## src/rtl/axis_frame_receiver.sv

```systemverilog
// Deserialises a 32-bit AXI-Stream ciphertext frame (key, nonce, counter, payload)
// into one parallel frame with tlast framing checks, resync and statistics.
module axis_frame_receiver #(
    parameter int KEY_WORDS   = 8,
    parameter int NONCE_WORDS = 2,
    parameter int CTR_WORDS   = 2,
    parameter int DATA_WORDS  = 16,
    parameter int CNT_W       = 16
) (
    input  logic                      axis_clk,
    input  logic                      axis_reset_n,
    input  logic                      s_axis_valid,
    input  logic [31:0]               s_axis_data,
    input  logic                      s_axis_last,
    output logic                      s_axis_ready,
    output logic                      frm_valid,
    input  logic                      frm_ready,
    output logic [KEY_WORDS*32-1:0]   frm_key,
    output logic [NONCE_WORDS*32-1:0] frm_nonce,
    output logic [CTR_WORDS*32-1:0]   frm_counter,
    output logic [DATA_WORDS*32-1:0]  frm_data,
    output logic                      frm_err,
    output logic [CNT_W-1:0]          frm_count,
    output logic [CNT_W-1:0]          err_count
);

    localparam int FRAME_WORDS = KEY_WORDS + NONCE_WORDS + CTR_WORDS + DATA_WORDS;
    localparam int IDX_W       = $clog2(FRAME_WORDS);
    localparam logic [IDX_W-1:0] LAST_IDX   = IDX_W'(FRAME_WORDS - 1);
    localparam logic [IDX_W-1:0] NONCE_BASE = IDX_W'(KEY_WORDS);
    localparam logic [IDX_W-1:0] CTR_BASE   = IDX_W'(KEY_WORDS + NONCE_WORDS);
    localparam logic [IDX_W-1:0] DATA_BASE  = IDX_W'(KEY_WORDS + NONCE_WORDS + CTR_WORDS);

    typedef enum logic [1:0] {
        ST_COLLECT = 2'd0,
        ST_DRAIN   = 2'd1,
        ST_HOLD    = 2'd2
    } state_t;

    state_t                      state_r;
    state_t                      state_nxt_s;
    logic [IDX_W-1:0]            idx_r;
    logic                        ready_r;
    logic                        valid_r;
    logic                        err_r;
    logic [KEY_WORDS*32-1:0]     key_r;
    logic [NONCE_WORDS*32-1:0]   nonce_r;
    logic [CTR_WORDS*32-1:0]     ctr_r;
    logic [DATA_WORDS*32-1:0]    data_r;
    logic [CNT_W-1:0]            frm_cnt_r;
    logic [CNT_W-1:0]            err_cnt_r;
    logic                        accept_s;
    logic                        store_s;
    logic                        frame_err_s;
    logic                        idx_clr_s;
    logic                        deliver_s;

    assign accept_s     = s_axis_valid && ready_r;
    assign s_axis_ready = ready_r;
    assign frm_valid    = valid_r;
    assign frm_err      = err_r;
    assign frm_key      = key_r;
    assign frm_nonce    = nonce_r;
    assign frm_counter  = ctr_r;
    assign frm_data     = data_r;
    assign frm_count    = frm_cnt_r;
    assign err_count    = err_cnt_r;

    // State register
    always_ff @(posedge axis_clk or negedge axis_reset_n) begin
        if (!axis_reset_n) begin
            state_r <= ST_COLLECT;
        end else begin
            state_r <= state_nxt_s;
        end
    end

    // Next-state decode and per-cycle control strobes
    always_comb begin
        state_nxt_s = state_r;
        store_s     = 1'b0;
        frame_err_s = 1'b0;
        idx_clr_s   = 1'b0;
        deliver_s   = 1'b0;
        case (state_r)
            ST_COLLECT: begin
                if (accept_s) begin
                    store_s = 1'b1;
                    if (idx_r == LAST_IDX) begin
                        if (s_axis_last) begin
                            state_nxt_s = ST_HOLD;
                        end else begin
                            frame_err_s = 1'b1;
                            state_nxt_s = ST_DRAIN;
                        end
                    end else if (s_axis_last) begin
                        frame_err_s = 1'b1;
                        idx_clr_s   = 1'b1;
                    end else begin
                        idx_clr_s   = 1'b0;
                    end
                end else begin
                    store_s = 1'b0;
                end
            end
            ST_DRAIN: begin
                if (accept_s && s_axis_last) begin
                    idx_clr_s   = 1'b1;
                    state_nxt_s = ST_COLLECT;
                end else begin
                    state_nxt_s = ST_DRAIN;
                end
            end
            ST_HOLD: begin
                if (valid_r && frm_ready) begin
                    deliver_s   = 1'b1;
                    idx_clr_s   = 1'b1;
                    state_nxt_s = ST_COLLECT;
                end else begin
                    state_nxt_s = ST_HOLD;
                end
            end
            default: begin
                state_nxt_s = ST_COLLECT;
                idx_clr_s   = 1'b1;
            end
        endcase
    end

    // Handshake flags, word index and statistics
    always_ff @(posedge axis_clk or negedge axis_reset_n) begin
        if (!axis_reset_n) begin
            ready_r   <= 1'b0;
            valid_r   <= 1'b0;
            err_r     <= 1'b0;
            idx_r     <= {IDX_W{1'b0}};
            frm_cnt_r <= {CNT_W{1'b0}};
            err_cnt_r <= {CNT_W{1'b0}};
        end else begin
            // Both flags are decoded from the next state so they stay pure registers
            ready_r <= (state_nxt_s != ST_HOLD);
            valid_r <= (state_nxt_s == ST_HOLD);
            err_r   <= frame_err_s;
            if (idx_clr_s) begin
                idx_r <= {IDX_W{1'b0}};
            end else if (store_s && (idx_r != LAST_IDX)) begin
                idx_r <= idx_r + {{(IDX_W-1){1'b0}}, 1'b1};
            end
            if (deliver_s) begin
                frm_cnt_r <= frm_cnt_r + {{(CNT_W-1){1'b0}}, 1'b1};
            end
            if (frame_err_s) begin
                err_cnt_r <= err_cnt_r + {{(CNT_W-1){1'b0}}, 1'b1};
            end
        end
    end

    // Field shift registers: each word enters at the LSB so the first word ends up on top
    always_ff @(posedge axis_clk or negedge axis_reset_n) begin
        if (!axis_reset_n) begin
            key_r   <= {(KEY_WORDS*32){1'b0}};
            nonce_r <= {(NONCE_WORDS*32){1'b0}};
            ctr_r   <= {(CTR_WORDS*32){1'b0}};
            data_r  <= {(DATA_WORDS*32){1'b0}};
        end else if (store_s) begin
            if (idx_r < NONCE_BASE) begin
                key_r <= {key_r[KEY_WORDS*32-33:0], s_axis_data};
            end else if (idx_r < CTR_BASE) begin
                nonce_r <= {nonce_r[NONCE_WORDS*32-33:0], s_axis_data};
            end else if (idx_r < DATA_BASE) begin
                ctr_r <= {ctr_r[CTR_WORDS*32-33:0], s_axis_data};
            end else begin
                data_r <= {data_r[DATA_WORDS*32-33:0], s_axis_data};
            end
        end
    end

endmodule

```

## config.mk

```make
export PLATFORM = sky130hd
export DESIGN_NAME = axis_frame_receiver
export DESIGN_NICKNAME = d
export VERILOG_FILES = /design/src/rtl/axis_frame_receiver.sv
export SDC_FILE = /design/constraint.sdc
export NUM_CORES = 1
export LEC_CHECK = 0
export ABC_AREA = 1
export ABC_CLOCK_PERIOD_IN_PS = 5900
export CORE_AREA = 2 2 381 383
export CTS_CLUSTER_SIZE = 30
export DETAILED_ROUTE_END_ITERATION = 8
export DIE_AREA = 0 0 383 385
export GPL_ROUTABILITY_DRIVEN = 0
export PLACE_DENSITY = 0.45
export SLEW_MARGIN = 5
export SYNTH_ARGS = -nofsm -noshare
export SYNTH_HDL_FRONTEND = slang
export SYNTH_SLANG_ARGS = --single-unit
```

## constraint.sdc

```tcl
create_clock -name axis_clk -period 5.9 [get_ports axis_clk]
set_input_delay 1.18 -clock axis_clk [delete_from_list [all_inputs] [get_ports axis_clk]]
set_output_delay 1.18 -clock axis_clk [all_outputs]
set_load 0.005 [all_outputs]
```

==> results of run 1 <==
per-layer routing:
| metal | share of wire | vias to the layer above | track usage |
|---|---|---|---|
| met2 | 0.50 | 758 | 0.328 |
| li1 | - | 13600 | - |
| met1 | 0.39 | 13500 | 0.220 |
| met3 | 0.077 | 171 | 0.0614 |
| met4 | 0.027 | 2 | 0.0566 |
| met5 | 0.00011 | - | 0 |
flip-flops by register name, indices dropped and copies added (netlist names):
signal / cells
s_axis_ready: 1
frm_counter: 64
state_r: 2
frm_valid: 1
err_count: 16
idx_r: 5
frm_nonce: 64
frm_data: 512
frm_count: 16
frm_err: 1
frm_key: 256
layout by cell type (no fill, tap or decap), types with 2 or more instances in the layout:
| cell type | instances |
|---|---|
| o21ai_1 | 58 |
| nand3b_1 | 2 |
| clkinv_4 | 5 |
| clkdlybuf4s50_1 | 966 |
| inv_6 | 4 |
| clkinv_8 | 2 |
| clkbuf_8 | 34 |
| nor2_1 | 296 |
| clkbuf_1 | 20 |
| inv_1 | 417 |
| diode_2 | 3 |
| o21ai_0 | 431 |
| xor2_1 | 14 |
| buf_12 | 11 |
| bufinv_16 | 11 |
| ha_1 | 4 |
| nor3_1 | 3 |
| clkbuf_16 | 110 |
| nand3_1 | 179 |
| clkinvlp_4 | 3 |
| a21oi_1 | 258 |
| xnor2_1 | 7 |
| dfrtp_1 | 938 |
| nand2_1 | 892 |
| clkinv_2 | 17 |
| nand4_1 | 11 |
| buf_4 | 26 |
cell families after synthesis:
| logic type | Yosys count | share of synthesized area |
|---|---|---|
| xor+xnor | 21 | 0.00517 |
| simple gates | 1388 | 0.155 |
| compound gates | 749 | 0.106 |
| buf+inv | 637 | 0.0737 |
| flops | 938 | 0.660 |
| fa+ha+maj | 4 | 0.00141 |
report_power, final:
part	internal [mW]	switching, mW
sequential	7.56	1.01
combinational	2.37	1.96
clock	4.35	2.89
path summary, 6_finish.rpt:
path,to,from,slack (ns)
max,frm_key[255]$_DFFE_PN0P_,s_axis_valid,2.53
min,frm_data[489]$_DFFE_PN0P_,axis_reset_n,0.45
max reg2reg,frm_data[207]$_DFFE_PN0P_,idx_r[4]$_DFFE_PN0P_,2.57
min reg2reg,frm_key[245]$_DFFE_PN0P_,frm_key[245]$_DFFE_PN0P_,0.47
max in group asynchronous,frm_key[233]$_DFFE_PN0P_,axis_reset_n,3.94
min in group axis_clk,frm_key[245]$_DFFE_PN0P_,frm_key[245]$_DFFE_PN0P_,0.47
layout make-up:
cell class | count | area share
inverter | 419 | 0.0310
clock inverter | 43 | 0.0116
clock buffer | 164 | 0.0647
timing repair buffer | 1004 | 0.198
sequential | 938 | 0.461
multi-input combinational | 2162 | 0.187
tap | 1903 | 0.0467
antenna | 3 | 0.000147
==> metrics.md, run 1 <==
| Metric | Value |
|---|---|
| Async SR Flop Fraction | `1.00` |
| Reg clk slew, reported paths | `0.06 ns` |
| Worst r2r path cells | `7` |
| Antenna violations before repair | `9` |
| CP required | `6.54 ns` |
| Placed cell area | `approximately 0.047 sq mm` |
| CTS tree | `yes` |
| Register area | `0.0235 sq mm` |
| Post-synth cell types | `26` |
| Port Buf Inserts | `967` |
| Clock Skews | `0.0308 ns` |
| Peak supply drop | `0.000237 V` |
| Crit path max fanout | `102` |
| Synthesis-to-layout area growth | `43.2%` |
| GR Util All Layers | `0.188` |
| Total power | `20.1 mW` |
| Max Clk Rate | `297 MHz` |
| Mapped Cells | `3737` |
| Post-DP HPWL | `106000 microns` |
| Slew headroom | `0.172` |
| Share of cells above drive strength 1 | `0.0490` |
| Synth Area per Inst | `9.52 sq um` |
| Worst setup path class | `primary input to register` |
| Max cap viols | `0` |
| Skew-Pair Late Insertion Delay | `between 0.7 and 0.8 ns` |
| Most common cell type on the critical path | `nand2_1` |
| Synth top area cells | `dfrtp_1, nand2_1, o21ai_0` |
| Design area | `0.0509 sq mm` |
| Crit path buffers/inverters | `4` |
| Fin. Hold Viols | `0` |
| Die width | `between 300 and 400 microns` |
| Clock Path Buffers | `3` |
| Core Rows | `between 100 and 150` |
| Startpoint type of the worst setup path | `primary input` |
| Die Span Y | `around 390 microns` |
| Synth Cell Area | `0.0356 sq mm` |
| WP depth | `8` |
| Top-count cell post-synth | `dfrtp_1` |
| Cts hold-fix bufs | `0` |
| Core area | `0.143 sq mm` |
| Num CTS Buffers | `110` |
| Worst EP arrival | `4.01 ns` |
| Most used DFF post-synth | `dfrtp_1` |
| Hold Path Class | `primary input to asynchronous set/reset pin` |
| Ys Warns | `0` |
| Post-route ant nets | `0` |
| CP max-delay cell | `buf_4` |
| Post-synth EDFFs | `0` |
| Syn_nets | `3778` |
| # DRC | `0` |
| Multi-input gate area | `approximately 0.0095 sq mm` |
| Final min period | `3.37 ns` |
| Largest net degree at the start of global routing | `216` |
| Nets | `4676` |
| Root Buffer Master | `clkbuf_16` |
| Clock sinks | `938` |
| 1st-pass router iterations | `5` |
| Seq/Total Area, Yosys | `0.660` |
| Worst hold slack | `0.446 ns` |
| Final Core Density | `0.356` |
| Synth cell count leaders | `dfrtp_1, nand2_1, o21ai_0, inv_1, nor2_1` |
| I/O pin count | `968` |
| Gr ovfl total | `0` |
| Flops & latches, synth | `938` |
| Post-CTS Setup Bufs | `0` |
| H-tree levels | `3` |
| Final cell count without fillers | `between 6000 and 7000` |
| Final setup fails | `0` |
| Drt via density | `between 4 and 5` |
| Setup TNS | `0 ns` |
| Final Cycle Share | `0.571` |
| Worst slew pin tran | `1.24 ns` |
| Slowest stage delay, CP | `0.92 ns` |
| Die footprint | `0.147 sq mm` |
| Post-Route WL | `142000 microns` |
| Initial Util | `0.249` |
| Post-CTS Resized | `0` |
| Yosys top cell by area | `dfrtp_1` |
| Vias in the first global route | `27600` |
| Final Slew Violations | `0` |
| Outcome | `completed` |
| Unrepaired setup endpoints after global routing | `false` |
| PD cells | `395 mW/mm^2` |
| First-pass GRT wire length | `203000 microns` |
| Yosys top cell area share | `0.660` |
| CP top delay family | `buffers and inverters` |
| Mean routed wirelength per cell | `21.4 microns` |
| Final setup margin | `2.53 ns` |
| DP Cell Count | `6426` |
| Pre-CTS setup slack | `between 1.5 and 2 ns` |
| Crit end category | `register` |
| Routed vias | `28000` |
| Fillers | `14700` |
| CP cell instances | `clkdlybuf4s50_1, nand2_1, inv_1, nand2_2, inv_6, buf_4, nand3_1, nand2_1` |
| Initial DRC Count | `roughly 2000` |
| Leak pwr | `about 24 nW` |
Power figures use the tool's default switching activity.
==> run 2, diff against run 1 <==
--- a/config.mk
+++ b/config.mk
@@ -6,7 +6,7 @@
 export NUM_CORES = 1
 export LEC_CHECK = 0
 export ABC_AREA = 1
-export ABC_CLOCK_PERIOD_IN_PS = 5900
+export ABC_CLOCK_PERIOD_IN_PS = 3400
 export CORE_AREA = 2 2 381 383
 export CTS_CLUSTER_SIZE = 30
 export DETAILED_ROUTE_END_ITERATION = 8
==> constraint.sdc (replaced) <==
create_clock -name axis_clk -period 3.4 [get_ports axis_clk]
set_input_delay 0.68 -clock axis_clk [delete_from_list [all_inputs] [get_ports axis_clk]]
set_output_delay 0.68 -clock axis_clk [all_outputs]
set_load 0.005 [all_outputs]
==> run 2 against run 1 <==
Wire length is 1.4% higher. Critical path depth is 7 lower. Utilization is 0.28 points higher. Highest routed layer unchanged.
==> metrics.md, run 2 (synthesis gave the netlist of run 1 again) <==
| Metric | Value |
|---|---|
| Post-Route WL | `144000 microns (+1.4%)` |
| Unrepaired setup endpoints after global routing | `false` |
| Hold Path Class | `register to register` |
| Worst r2r path cells | `9 (+2)` |
| Slowest stage delay, CP | `0.80 ns (-0.12 ns)` |
| WHS Endpoint | `frm_key[255]$_DFFE_PN0P_` |
| Crit end category | `output port` |
| Vias in the first global route | `28100 (+1.7%)` |
| Routed vias | `28200 (+0.78%)` |
| Total power | `34.6 mW (+72%)` |
| Num CTS Buffers | `110 (unchanged)` |
| Crit path buffers/inverters | `1 (-3)` |
| Share of cells above drive strength 1 | `0.0541 (+0.00506)` |
| Post-DP HPWL | `108000 microns (+1.9%)` |
| PD cells | `674 mW/mm^2 (+71%)` |
| Largest register FFs | `512 (unchanged)` |
| First-pass GRT wire length | `206000 microns (+1.6%)` |
| Final Slew Violations | `0 (unchanged)` |
| CP top delay family | `buffers and inverters` |
| Initial Util | `0.249 (unchanged)` |
| Core Rows | `139 (unchanged)` |
| Clock sinks | `938 (unchanged)` |
| Max cap viols | `0 (unchanged)` |
| Clock Path Buffers | `3 (unchanged)` |
| Multi-input gate area | `0.00952 sq mm (unchanged)` |
| Register area | `0.0235 sq mm (unchanged)` |
| Hold path cells | `2` |
| Crit path max fanout | `3 (-97%)` |
| Fin. Hold Viols | `0 (unchanged)` |
| Placed cell area | `0.0476 sq mm (+1.2%)` |
| Worst flop-to-flop path endpoint | `err_count[5]$_DFFE_PN0P_` |
| Nets | `4721 (+0.96%)` |
| Final Cycle Share | `0.790` |
| H-tree levels | `3 (unchanged)` |
| Hold Path Origin | `frm_key[255]$_DFFE_PN0P_` |
| Worst slew pin tran | `0.976 ns (-0.266 ns)` |
| Max Clk Rate | `372 MHz` |
| Gr ovfl total | `0 (unchanged)` |
| CP required | `2.72 ns (-3.82 ns)` |
| Design area | `0.0513 sq mm (+0.77%)` |
| Initial DRC Count | `1893 (-4.7%)` |
| Final setup fails | `0 (unchanged)` |
| CP max-delay cell | `clkdlybuf4s50_1` |
| # DRC | `0 (unchanged)` |
| Core area | `0.143 sq mm (unchanged)` |
| Most frequent cells in the layout | `clkdlybuf4s50_1, dfrtp_1, nand2_1` |
| CTS tree | `yes` |
| Worst EP arrival | `2.00 ns (-2.01 ns)` |
| Worst setup path class | `register to output port` |
| 1st-pass router iterations | `8 (+3)` |
| GR Util All Layers | `0.191 (+0.00256)` |
| Fillers | `14700 (+0.47%)` |
| Clock Skews | `0.0386 ns (+0.00778 ns)` |
| Leak pwr | `24.6 nW (+0.85%)` |
| Root Buffer Master | `clkbuf_16` |
| Post-route ant nets | `0 (unchanged)` |
| Skew-Pair Late Insertion Delay | `0.71 ns (about the same)` |
| Setup slack, reg-to-reg | `0.87 ns (-1.70 ns)` |
| Startpoint type of the worst setup path | `register` |
| Slew headroom | `0.347 (+0.175)` |
| Drt via density | `4.23 (+0.22%)` |
| Setup TNS | `0 ns (unchanged)` |
| Reg clk slew, reported paths | `0.06 ns (about the same)` |
| Commonest non-fill, non-tap cell in the layout | `clkdlybuf4s50_1` |
| I/O pin count | `968 (unchanged)` |
| Synthesis-to-layout area growth | `44.3%` |
| Die Span Y | `385 microns (unchanged)` |
| CP cell instances | `clkdlybuf4s50_1` |
| Peak supply drop | `0.000399 V (+68%)` |
| Die footprint | `0.147 sq mm (unchanged)` |
| Crit Reg-Reg Startpoint | `idx_r[1]$_DFFE_PN0P_` |
| Antenna violations before repair | `9 (unchanged)` |
| Final min period | `2.68 ns` |
| Mean routed wirelength per cell | `21.6 microns (+0.82%)` |
| Outcome | `completed` |
| Die width | `383 microns (unchanged)` |
| Largest net degree at the start of global routing | `161 (-25%)` |
| Port Buf Inserts | `967 (unchanged)` |
| Post-CTS Setup Bufs | `0 (unchanged)` |
run 2: cell types whose count changed in the layout (fill, tap and decap cells not counted), moves of 2 or more:
cell        before  now
bufinv_16       11    7
buf_12          11   31
clkbuf_1        20   31
clkinv_4         5    2
clkinv_16        1    3
buf_4           26   50
clkbuf_8        34   24
clkinvlp_4       3    1
run 2: metal layers:
| metal | GRT usage | part of all wire | wire length [microns] | up-vias |
|---|---|---|---|---|
| met5 | 0 | 0.000097 | 14 | - |
| met4 | 0.0515 | 0.028 | 3990 | 2 |
| met3 | 0.0671 | 0.078 | 11300 | 187 |
| met2 | 0.330 | 0.50 | 71500 | 774 |
| met1 | 0.224 | 0.40 | 57300 | 13600 |
| li1 | - | - | - | 13700 |
run 2: stage by stage:
step / utilization / cells / hold WS (ns) / setup slack (ns)
5_1_grt: 0.359 / 6672 / 0.495 / 0.599
4_1_cts: 0.359 / 6671 / 0.472 / 0.588
2_1_floorplan: - / 3737 / 0.384 / 1.45
3_5_place_dp: 0.333 / 6470 / 0.458 / 0.386
3_3_place_gp: 0.333 / 6470 / 0.456 / 0.405
6_report: 0.359 / 6673 / 0.470 / 0.715
run 2: final cells by class:
cell class                      instances  share of cell area
Antenna cell                            2           0.0000975
Clock buffer                          166              0.0628
Clock inverter                         34             0.00911
Inverter                              419              0.0307
Multi-Input combinational cell       2162               0.185
Sequential cell                       938               0.457
Tap cell                             1903              0.0464
Timing Repair Buffer                 1049               0.208
run 2: how the worst max path moves through the flow:
| stage | to | startpoint | cells after the start | slack [ns] |
|---|---|---|---|---|
| 2_1_floorplan | err_count[8]$_DFFE_PN0P_ | idx_r[1]$_DFFE_PN0P_ | 10 | 1.45 |
| 3_3_place_gp | frm_data[154]$_DFFE_PN0P_ | s_axis_valid | 10 | 0.41 |
| 3_5_place_dp | frm_data[393]$_DFFE_PN0P_ | s_axis_valid | 10 | 0.39 |
| 4_1_cts | frm_data[34] | frm_data[34]$_DFFE_PN0P_ | 1 | 0.59 |
| 5_1_grt | frm_data[97] | frm_data[97]$_DFFE_PN0P_ | 1 | 0.60 |
| 6_report | frm_data[34] | frm_data[34]$_DFFE_PN0P_ | 1 | 0.72 |
run 2: power breakdown:
part           internal [mW]  switching, mW  total [mW]
sequential              13.1           1.83        14.9
combinational           4.16           3.42        7.58
clock                   7.08           4.99        12.1
total                   24.4           10.2        34.6
run 2: worst reg2reg max path, delay by kind of cell, from the launching register on:
kind | cells | cell delay (ns)
adder cells (fa/ha/maj) | 2 | 0.60
flip-flops | 1 | 0.41
AND/OR/NAND/NOR | 4 | 0.79
buffers and inverters | 2 | 0.46
XOR/XNOR | 1 | 0.15
run 2: timing repair:
| action | CTS | global route |
|---|---|---|
| endpoints found under the setup margin | 0 | 0 |
| hold endpoints to repair | 3 | 0 |
| hold buffers | 1 | 0 |
| resized for setup | 0 | 0 |
==> run 3, diff against run 2 <==
--- a/config.mk
+++ b/config.mk
@@ -6,13 +6,13 @@
 export NUM_CORES = 1
 export LEC_CHECK = 0
 export ABC_AREA = 1
-export ABC_CLOCK_PERIOD_IN_PS = 3400
-export CORE_AREA = 2 2 381 383
+export ABC_CLOCK_PERIOD_IN_PS = 2400
+export CORE_AREA = 2 2 375 377
 export CTS_CLUSTER_SIZE = 30
 export DETAILED_ROUTE_END_ITERATION = 8
-export DIE_AREA = 0 0 383 385
+export DIE_AREA = 0 0 377 379
 export GPL_ROUTABILITY_DRIVEN = 0
-export PLACE_DENSITY = 0.45
+export PLACE_DENSITY = 0.48
 export SLEW_MARGIN = 5
 export SYNTH_ARGS = -nofsm -noshare
 export SYNTH_HDL_FRONTEND = slang
==> constraint.sdc (replaced) <==
create_clock -name axis_clk -period 2.4 [get_ports axis_clk]
set_input_delay 0.48 -clock axis_clk [delete_from_list [all_inputs] [get_ports axis_clk]]
set_output_delay 0.48 -clock axis_clk [all_outputs]
set_load 0.005 [all_outputs]
==> run 3 against run 2 <==
Register-to-register slack worse by 0.60 ns. Wire length fell by 1.7%. Cell area barely moved. Combinational power increased by 41%. Hold slack got worse by 0.40 ns. Final cell count decreased by 0.93%. Critical endpoint is now frm_key[33]. Largest power group unchanged.
==> metrics.md, run 3 (synthesis gave the netlist of run 1 again) <==
| Metric | Value |
|---|---|
| Pre-CTS setup slack | `-0.179 ns (-0.565 ns)` |
| Final min period | `2.30 ns` |
| Final Core Density | `0.370 (+0.0110)` |
| Post-CTS Setup Bufs | `0 (unchanged)` |
| Unrepaired setup endpoints after global routing | `false` |
| Port Buf Inserts | `967 (unchanged)` |
| I/O pin count | `968 (unchanged)` |
| Core area | `0.139 sq mm (-3.0%)` |
| Startpoint type of the worst setup path | `register` |
| PD cells | `932 mW/mm^2 (+38%)` |
| Fin. Hold Viols | `0 (unchanged)` |
| Final Slew Violations | `0 (unchanged)` |
| CP top delay family | `buffers and inverters` |
| Mean routed wirelength per cell | `21.4 microns (-0.81%)` |
| Die Span Y | `379 microns (-1.6%)` |
| GR peak layer | `met2` |
| Clock Skews | `0.0406 ns (+0.00196 ns)` |
| Largest register FFs | `512 (unchanged)` |
| Max Clk Rate | `435 MHz` |
| 1st-pass router iterations | `5 (-3)` |
| Commonest non-fill, non-tap cell in the layout | `clkdlybuf4s50_1` |
| Root Buffer Master | `clkbuf_16` |
| # DRC | `0 (unchanged)` |
| Final setup fails | `0 (unchanged)` |
| Largest net degree at the start of global routing | `161 (unchanged)` |
| Antenna violations before repair | `11 (+2)` |
| Clock sinks | `938 (unchanged)` |
| Initial DRC Count | `1986 (+4.9%)` |
| Skew-Pair Late Insertion Delay | `0.71 ns (about the same)` |
| Post-Route WL | `142000 microns (-1.7%)` |
| Worst slew pin tran | `0.928 ns (-0.0479 ns)` |
| Drt via density | `4.32 (+2.3%)` |
| Post-DP HPWL | `108000 microns (-0.37%)` |
| Initial Util | `0.256 (+0.00768)` |
| Most frequent cells in the layout | `clkdlybuf4s50_1, dfrtp_1, nand2_1` |
| GR Util All Layers | `0.193 (+0.00230)` |
| Die footprint | `0.143 sq mm (-3.1%)` |
| Peak supply drop | `0.000502 V (+26%)` |
| Slew headroom | `0.382 (+0.0344)` |
| H-tree levels | `3 (unchanged)` |
| Crit end category | `output port` |
| Met1 GRT Util | `0.225 (+0.00193)` |
| Share of cells above drive strength 1 | `0.0600 (+0.00589)` |
| CP cell instances | `clkdlybuf4s50_1` |
| Post-route ant nets | `0 (unchanged)` |
| Cts hold-fix bufs | `0 (-1)` |
| Clock Path Buffers | `3 (unchanged)` |
| Crit path max fanout | `3 (unchanged)` |
| Worst r2r path cells | `6 (-3)` |
| Global routing usage on met3 | `0.0575 (-0.00961)` |
| Final setup margin | `0.101 ns (-0.615 ns)` |
| Crit Reg-Reg Startpoint | `idx_r[4]$_DFFE_PN0P_` |
| Synthesis-to-layout area growth | `44.2% (about the same)` |
| Reg clk slew, reported paths | `0.06 ns (about the same)` |
| Slowest stage delay, CP | `0.64 ns (-0.16 ns)` |
| CTS tree | `yes` |
| Worst EP arrival | `1.82 ns (-0.18 ns)` |
| Final Cycle Share | `0.958` |
| Crit path buffers/inverters | `1 (unchanged)` |
| Routed vias | `28600 (+1.4%)` |
| Core Rows | `137 (-1.4%)` |
| Max cap viols | `0 (unchanged)` |
| CP required | `1.92 ns (-0.80 ns)` |
| Setup slack, reg-to-reg | `0.27 ns (-0.60 ns)` |
| Hold Path Class | `primary input to asynchronous set/reset pin` |
| Leak pwr | `24.7 nW (+0.47%)` |
| Gr ovfl total | `0 (unchanged)` |
| GR Util met2 | `0.337 (+0.00670)` |
| Fillers | `14100 (-4.2%)` |
| Worst flop-to-flop path endpoint | `frm_data[199]$_DFFE_PN0P_` |
| Vias in the first global route | `28300 (+0.53%)` |
| Num CTS Buffers | `107 (-2.7%)` |
| Outcome | `completed` |
| Worst setup path class | `register to output port` |
| Nets | `4761 (+0.85%)` |
| CP max-delay cell | `clkdlybuf4s50_1` |
| First-pass GRT wire length | `202000 microns (-1.8%)` |
| Die width | `377 microns (-1.6%)` |
-- run 3: changes by cell type in the layout (fill, tap and decap cells not counted), moves of 7 or more --
cell      delta
buf_4       +37
clkinv_2    -11
clkbuf_1     +9
buf_12       +7
-- run 3: through the flow --
step                instances  setup TNS (ns)  total power, mW  instance area (sq um)  hold WS (ns)
detailed placement       6418          -28.38             32.5                  47900         0.462
finish                   6611               0             47.8                  51300        0.0684
global route             6608               0             50.4                  51300        0.0521
floorplan                3737               0             23.5                  35600         0.184
global placement         6418          -15.59             32.4                  47900         0.457
CTS                      6607               0             48.7                  51300       0.00996
-- run 3: layout make-up --
| cell class | count | area, sq um | area share |
|---|---|---|---|
| multi-input combinational | 2162 | 9520 | 0.185 |
| inverter | 419 | 1580 | 0.0307 |
| clock inverter | 17 | 214 | 0.00417 |
| clock buffer | 172 | 3170 | 0.0618 |
| sequential | 938 | 23500 | 0.457 |
| antenna | 4 | 10.0 | 0.000195 |
| timing repair buffer | 1092 | 11100 | 0.216 |
| tap | 1807 | 2260 | 0.0440 |
-- run 3: worst max path at each step --
stage / cells after the start / start / end / slack, ns
6_report: 1 / frm_key[33]$_DFFE_PN0P_ / frm_key[33] / 0.10
5_1_grt: 1 / frm_data[97]$_DFFE_PN0P_ / frm_data[97] / 0.00003
4_1_cts: 1 / frm_key[26]$_DFFE_PN0P_ / frm_key[26] / 0.003
3_5_place_dp: 10 / s_axis_valid / frm_data[471]$_DFFE_PN0P_ / -0.18
3_3_place_gp: 10 / s_axis_valid / frm_data[470]$_DFFE_PN0P_ / -0.14
2_1_floorplan: 10 / idx_r[1]$_DFFE_PN0P_ / err_count[8]$_DFFE_PN0P_ / 0.45
-- run 3: what timing repair did --
item                                    CTS  global route
cloned                                    0             0
endpoints found under the setup margin   11             1
resized for setup                        11             1
-- run 3: metal layers --
layer | vias to the layer above | wire, microns
li1 | 13800 | -
met1 | 13800 | 55600
met2 | 803 | 71000
met3 | 191 | 10400
met4 | 2 | 4510
met5 | - | 12
-- run 3: report_power, final --
part | internal, mW | switching (mW)
combinational | 5.94 | 4.74
clock | 9.12 | 6.77
sequential | 18.6 | 2.67
total | 33.6 | 14.2
